## config.mk

```make
export PLATFORM = sky130hd
export DESIGN_NAME = board_input_conditioner
export DESIGN_NICKNAME = d
export VERILOG_FILES = /design/src/rtl/board_io_pkg.sv /design/src/rtl/debounce_cell.sv /design/src/rtl/board_input_conditioner.sv
export SDC_FILE = /design/constraint.sdc
export NUM_CORES = 1
export LEC_CHECK = 0
export CAP_MARGIN = 20
export CORE_MARGIN = 4
export CORE_UTILIZATION = 60
export CTS_CLUSTER_SIZE = 25
export DETAILED_ROUTE_END_ITERATION = 8
export HOLD_SLACK_MARGIN = 0.15
export PLACE_DENSITY = 0.79
export SLEW_MARGIN = 20
export SYNTH_ARGS = -nofsm -noshare
export SYNTH_HDL_FRONTEND = slang
export SYNTH_HIERARCHICAL = 1
export SYNTH_SLANG_ARGS = --single-unit
```

## constraint.sdc

```tcl
create_clock -name clk -period 18.5 [get_ports clk]
set_input_delay 1.85 -clock clk [delete_from_list [all_inputs] [get_ports clk]]
set_output_delay 1.85 -clock clk [all_outputs]
set_load 0.01 [all_outputs]
```

## src/rtl/board_io_pkg.sv

```systemverilog
// board_io_pkg: shared types and cycle-count helper for the board input conditioner
package board_io_pkg;
  typedef struct packed {
    logic level;
    logic rise;
    logic fall;
  } db_out_t;
  function automatic int cycles_from_us(input longint freq, input longint us);
    longint c;
    c = freq / 64'd1_000_000 * us;
    return (c < 1) ? 1 : int'(c);
  endfunction
endpackage

```

## src/rtl/debounce_cell.sv

```systemverilog
// debounce_cell: one-bit synchroniser chain, debounce counter and registered edge pulses
module debounce_cell
  import board_io_pkg::*;
#(
  parameter int DB_CYC = 1,
  parameter int SYNC_STAGES = 2
) (
  input  logic    clk,
  input  logic    rst_n,
  input  logic    raw,
  output db_out_t q
);
  localparam int CW = $clog2(DB_CYC + 1);
  logic [SYNC_STAGES-1:0] sync;
  logic [CW-1:0] cnt;
  logic s, hit;
  assign s = sync[SYNC_STAGES-1];
  assign hit = (s != q.level) && (cnt == CW'(DB_CYC - 1));
  // hit implies s differs from level, so toggling the level accepts s
  always_ff @(posedge clk or negedge rst_n)
    if (!rst_n) begin
      sync <= '0;
      cnt  <= '0;
      q    <= '0;
    end else begin
      sync <= {sync[SYNC_STAGES-2:0], raw};
      cnt  <= (s == q.level || hit) ? '0 : cnt + 1'b1;
      q    <= {q.level ^ hit, hit & s, hit & ~s};
    end
endmodule

```

## src/rtl/board_input_conditioner.sv

```systemverilog
// board_input_conditioner: debounce buttons/switches into levels and pulses; BOARD_INPUT_LONG_PRESS_EN adds btn_long
module board_input_conditioner
  import board_io_pkg::*;
#(
  parameter int CLK_FREQ      = 50_000_000,
  parameter int DEBOUNCE_US   = 10_000,
  parameter int N_BTN         = 4,
  parameter int N_SW          = 4,
  parameter int SYNC_STAGES   = 2,
  parameter int LONG_PRESS_MS = 1000
) (
  input  logic             clk,
  input  logic             rst_n,
  input  logic [N_BTN-1:0] btn_raw,
  input  logic [N_SW-1:0]  sw_raw,
  output logic [N_BTN-1:0] btn_level,
  output logic [N_BTN-1:0] btn_press,
  output logic [N_BTN-1:0] btn_release,
  output logic [N_SW-1:0]  sw_level,
  output logic [N_SW-1:0]  sw_change,
  output logic [N_BTN-1:0] btn_long
);
  localparam int DB_CYC = cycles_from_us(CLK_FREQ, DEBOUNCE_US);
  localparam int N = N_BTN + N_SW;
  if (SYNC_STAGES < 2 || LONG_PRESS_MS < 1) begin : g_param_check
    $error("board_input_conditioner: SYNC_STAGES must be >= 2 and LONG_PRESS_MS >= 1");
  end
  logic [1:0] rst_sync;
  logic rst_i;
  logic [N-1:0] raw;
  db_out_t db [N];
  // reset asserts asynchronously but releases on a clock edge
  always_ff @(posedge clk or negedge rst_n)
    if (!rst_n) rst_sync <= 2'b00;
    else rst_sync <= {rst_sync[0], 1'b1};
  assign rst_i = rst_sync[1];
  assign raw = {sw_raw, btn_raw};
  for (genvar i = 0; i < N; i++) begin : g_cell
    debounce_cell #(.DB_CYC(DB_CYC), .SYNC_STAGES(SYNC_STAGES)) u_cell (
      .clk,
      .rst_n(rst_i),
      .raw  (raw[i]),
      .q    (db[i])
    );
  end
  for (genvar i = 0; i < N_BTN; i++) begin : g_btn
    assign {btn_level[i], btn_press[i], btn_release[i]} = db[i];
  end
  for (genvar i = 0; i < N_SW; i++) begin : g_sw
    assign sw_level[i]  = db[N_BTN+i].level;
    assign sw_change[i] = db[N_BTN+i].rise | db[N_BTN+i].fall;
  end
`ifdef BOARD_INPUT_LONG_PRESS_EN
  localparam int LP_RAW = CLK_FREQ / 1000 * LONG_PRESS_MS;
  localparam int LP_CYC = (LP_RAW < 1) ? 1 : LP_RAW;
  localparam int HW = $clog2(LP_CYC + 1);
  for (genvar i = 0; i < N_BTN; i++) begin : g_long
    logic [HW-1:0] hold;
    logic long_q;
    // hold saturates at LP_CYC so the pulse cannot repeat until release
    always_ff @(posedge clk or negedge rst_i)
      if (!rst_i) begin
        hold   <= '0;
        long_q <= 1'b0;
      end else begin
        hold   <= btn_release[i] ? '0 : btn_press[i] ? HW'(1) :
                  (btn_level[i] && hold != HW'(LP_CYC)) ? hold + 1'b1 : hold;
        long_q <= btn_level[i] && hold == HW'(LP_CYC - 1);
      end
    assign btn_long[i] = long_q;
  end
`else
  assign btn_long = '0;
`endif
endmodule

```

Word-level counts from Yosys, hierarchy flattened
Cells that the tools add are included.
{"block": "classes", "order_cmp": 0, "shift": 0, "reduce_logical": 16, "bitwise": 36, "n_div": 0, "n_mux": 8, "n_addsub": 8, "n_mul": 0, "n_eq_ne": 24}
{"operator": "19-bit by 1-bit adder with 19-bit output, second input constant", "count": 8}
{"operator": "19-bit equality test, second input constant", "count": 8}
{"operator": "19-bit 2-to-1 mux", "count": 8}
{"operator": "1-bit AND", "count": 16}
{"operator": "1-bit equality test", "count": 8}
{"operator": "1-bit logical AND", "count": 8}
{"operator": "1-bit logical OR", "count": 8}
{"operator": "1-bit != test", "count": 8}
{"operator": "1-bit NOT", "count": 8}
{"operator": "1-bit bitwise XOR", "count": 8}
{"operator": "1-bit bitwise OR", "count": 4}
{"block": "word_totals", "regBits": 194, "ram_bits": 0, "word_cells": 133, "memories": 0, "out_inout_bits": 24, "inputBits": 10, "latchBits": 0, "rom_bits": 0}

Logic depth before layout (Yosys ltp)
{"block": "logic_depth", "word_depth": 4, "mapped_depth": 6, "depth_no_buf": 5}

Cells and area by module
The synthesis kept the hierarchy.
{"mod": "debounce_cell", "seq_area_each_um2": 600.6, "area_per_inst_um2": 1112.3, "cells_each": 108, "n_inst": 8}
{"mod": "board_input_conditioner", "seq_area_each_um2": 50.0, "area_per_inst_um2": 112.6, "cells_each": 12, "n_inst": 1}

Least setup slack after synthesis
Ideal clock, no wire load.
{"block": "synth_timing", "kind": "flip-flop to output port", "startpoint": "register g_cell[4].u_cell/q[0] (netlist bit)", "endpoint": "output sw_change[0]", "required_time_ns": 16.650, "arrival_time_ns": 0.583, "path_stages_with_launch": 2, "path_slack_ns": 16.067, "n_path_buf": 0, "cell_sequence": "dfrtp_1 -> or2_1"}
{"block": "synth_via", "elab_chain_cells": 1}
{"item": "start: declaration", "line": "debounce_cell.sv:11", "text": "output db_out_t q"}
{"item": "start signal: assignment", "line": "debounce_cell.sv:28", "text": "q <= {q.level ^ hit, hit & s, hit & ~s};"}
{"item": "1-bit bitwise OR", "line": "board_input_conditioner.sv:51", "text": "assign sw_change[i] = db[N_BTN+i].rise | db[N_BTN+i].fall;"}
{"item": "end: declaration", "line": "board_input_conditioner.sv:20", "text": "output logic [N_SW-1:0] sw_change,"}
No other way between the ends.

Worst setup path in the final report
{"block": "layout_timing", "startpoint": "register g_cell[5].u_cell/q[0] (netlist bit)", "endpoint": "output sw_change[1]"}
{"block": "layout_via", "elab_chain_cells": 1}
{"item": "start: declaration", "line": "debounce_cell.sv:11"}
{"item": "start signal: assignment", "line": "debounce_cell.sv:28"}
{"item": "1-bit bitwise OR", "line": "board_input_conditioner.sv:51"}
No other way between the ends.

==> flow_metrics.env <==
export IMPL_grt_pass1_vias=6352
export IMPL_dp_slack_ns=15.61
export IMPL_leakage_uw=0.004032
export IMPL_hold_buffers=0
export IMPL_vias=6621
export IMPL_wl_per_cell_um=14.99
export IMPL_cpLargestDelayFamily="buffers and inverters"
export IMPL_tns_ns=0
export IMPL_worstSkewPairLatency_ns=0.43
export IMPL_synth_top_area_cell="dfrtp_1"
export IMPL_synth_xor_area_share_pct=8.553
export IMPL_status="finished, final reports clean"
export IMPL_syn_instance_count=876
export IMPL_grt_total_usage_pct=21.65
export IMPL_place_hpwl_mm=11.04
export IMPL_grt_max_degree=83
export IMPL_wl_mm=16.67
export IMPL_peakVddDrop_mv=0.07026
export IMPL_htree_num_levels=4
export IMPL_antenna_found_initial=0
export IMPL_required_ns=16.65
export IMPL_synth_area_leaders="dfrtp_1 54%, xor2_1 5.4%, nor2_1 4.3%"
export IMPL_slowest_delay_ns=0.47
export IMPL_final_cell_mix="193 x dfrtp_1, 104 x nor2_1, 56 x nand2_1, 56 x xor2_1, 56 x a21oi_1"
export IMPL_met2_usage_pct=33.32
export IMPL_area_growth_pct=12.32
export IMPL_synthAdderAreaFrac_pct=1.111
export IMPL_critPathMaxFanout=1
export IMPL_synth_warnings=6
export IMPL_diodes=0
export IMPL_ys_seq_area_share_pct=53.87
export IMPL_drtAntennaViolNets=0
export IMPL_row_count=44
export IMPL_cp_arrival_ns=1.47
export IMPL_dr_pass1_iters=5
export IMPL_rsz0062_at_grt="no"
export IMPL_crit_chain="or2_1, clkdlybuf4s50_1"
export IMPL_synthesis_area_sq_mm=0.009011
export IMPL_synth_top_family_by_area="simple AND/OR/NAND/NOR gates"
export IMPL_grt_util_met3_pct=4.756
export IMPL_cellPowerDensity_mw_per_mm2=82.32
export IMPL_viasPerCell=5.954
export IMPL_cts_buffer_depth=2
export IMPL_route_detailed_drc=0
export IMPL_finalCriticalPeriod_ns=3.321
export IMPL_portBuffers=29
export IMPL_synthMuxAreaShare_pct=0.9997
export IMPL_criticalPathCategory="flip-flop to primary output"
export IMPL_start_util_pct=61.53
export IMPL_grt_busiest_layer="met2"
export IMPL_critPathBufInv=1
export IMPL_use_met1_pct=31.39
export IMPL_worst_pin_slew_ns=0.8395
export IMPL_synth_cell_types=29
export IMPL_clk_pin_slew_ns=0.06
export IMPL_post_cts_buffers=0
export IMPL_critPathSlowestCell="clkdlybuf4s50_1"
export IMPL_nNetsFinal=934
export IMPL_io_pins=34
export IMPL_synth_simple_area_share_pct=26.27
export IMPL_cts_root_buf="clkbuf_16"
export IMPL_setup_viol=0
export IMPL_slew_violations=0
export IMPL_grt_pass1_wl_mm=29.87
export IMPL_worst_slack_ns=15.18
export IMPL_hold_viol=0
export IMPL_cts_tree="built"
export IMPL_die_area_sq_mm=0.01704
export IMPL_max_cap_violations=0
export IMPL_synth_compound_area_share_pct=7.331
export IMPL_max_freq_ghz=0.3011
export IMPL_design_area_sq_mm=0.01012
export IMPL_cts_resized_gates=0
export IMPL_cts_buffers=17
export IMPL_yosysTopAreaCellShare_pct=53.87
export IMPL_skew_ns=0.007167
export IMPL_die_x_um=130.6
export IMPL_postPlaceCellArea_sq_mm=0.009518
export IMPL_ys_ff_latch=194
export IMPL_cts_sinks=194
export IMPL_syn_avg_cell_area_sq_um=10.29
export IMPL_drive_gt1_share_pct=8.836
export IMPL_finalCritPeriodShare_pct=17.95
export IMPL_globalplace_congestion=0.8288
export IMPL_core_area_sq_mm=0.01464
export IMPL_slew_headroom_pct=44.03
export IMPL_worstSetupEndpointType="primary output"
export IMPL_grt_ovfl_total=0
export IMPL_final_common_cell="dfrtp_1"
export IMPL_crit_path_start_kind="flip-flop"
export IMPL_dr_first_iter_drc_count=429
export IMPL_min_path_type="flip-flop to asynchronous set/reset pin"
export IMPL_die_h_um=130.6
## Yosys cell counts
master    number
dfrtp_1      194
nor2_1       104
a21oi_1       56
nand2_1       56
xor2_1        56
nand3_1       40
nand4_1       40
or4_1         40
o21ai_0       32
or3_1         32
xnor2_1       32
and3_1        24
o31ai_1       24
inv_1         16
nand3_2       16
nor3b_1       16
nor4b_1       16
and4_2         8
buf_2          8
clkbuf_1       8
ha_1           8
mux2_2         8
nor3_1         8
nor4_1         8
o21ai_1        8
or2_2          8
buf_4          4
or2_1          4
conb_1         2
## registers in the layout, summed over array words and instances (netlist names), named ones only
signal,count
g_cell.u_cell/sync,16
rst_sync,2
g_cell.u_cell/cnt,152
g_cell.u_cell/q,16
## path summary, 6_finish.rpt
| path | cells past startpoint | start | slack [ns] | endpoint |
|---|---|---|---|---|
| min in group clk | 0 | rst_sync[0]$_DFF_PN0_ | 0.35 | rst_sync[1]$_DFF_PN0_ |
| worst min register to register | 0 | rst_sync[1]$_DFF_PN0_ | 0.31 | g_cell[7].u_cell/q[1]$_DFF_PN0_ |
| worst max-delay path | 2 | g_cell[5].u_cell/q[0]$_DFF_PN0_ | 15.18 | sw_change[1] |
| worst max register to register | 2 | rst_sync[1]$_DFF_PN0_ | 16.27 | g_cell[0].u_cell/cnt[11]$_DFF_PN0_ |
| max in group asynchronous | 2 | rst_sync[1]$_DFF_PN0_ | 16.27 | g_cell[0].u_cell/cnt[11]$_DFF_PN0_ |
| worst min-delay path | 0 | rst_sync[1]$_DFF_PN0_ | 0.31 | g_cell[7].u_cell/q[1]$_DFF_PN0_ |
## through the flow
stage	total power [uW]	util, %	cells	hold slack [ns]
floorplan	461.5	-	879	0.3312
global placement	470.5	64.97	1081	0.3307
finish	833.2	69.11	1112	0.3130
global route	863.9	69.11	1112	0.3659
CTS	842.2	69.09	1112	0.3424
detailed placement	471.1	64.99	1081	0.3356
## area by class of cell
cell class | count | area [sq um]
Fill cell | 1086 | 4523
Clock inverter | 13 | 160.2
Inverter | 16 | 60.06
Timing Repair Buffer | 38 | 361.6
Sequential cell | 194 | 4858
Multi-Input combinational cell | 649 | 4011
Tap cell | 184 | 230.2
Clock buffer | 18 | 439.2
## cells by family (layout without fill, tap and decap cells)
| group | Yosys count | after routing |
|---|---|---|
| AND/OR/NAND/NOR | 420 | 420 |
| flip-flops | 194 | 194 |
| AO/OA/AOI/OAI | 120 | 120 |
| XOR/XNOR | 88 | 88 |
| buffers and inverters | 36 | 85 |
| adder cells (fa/ha/maj) | 8 | 8 |
| multiplexers | 8 | 8 |
| other | 2 | 5 |
## report_power, final
group	internal [uW]	switching, uW	total, uW
Clock	215	155	371
Combinational	7.89	16.3	24.2
Sequential	430	8.10	438
Total	653	180	833
## layer usage
layer  up-vias  routed length, um
met1      3257               7995
li1       3241                  -
met2       104               7949
met5         -                  0
met4         0                187
met3        19                537
Note: power is estimated with default switching activity, not from simulation.
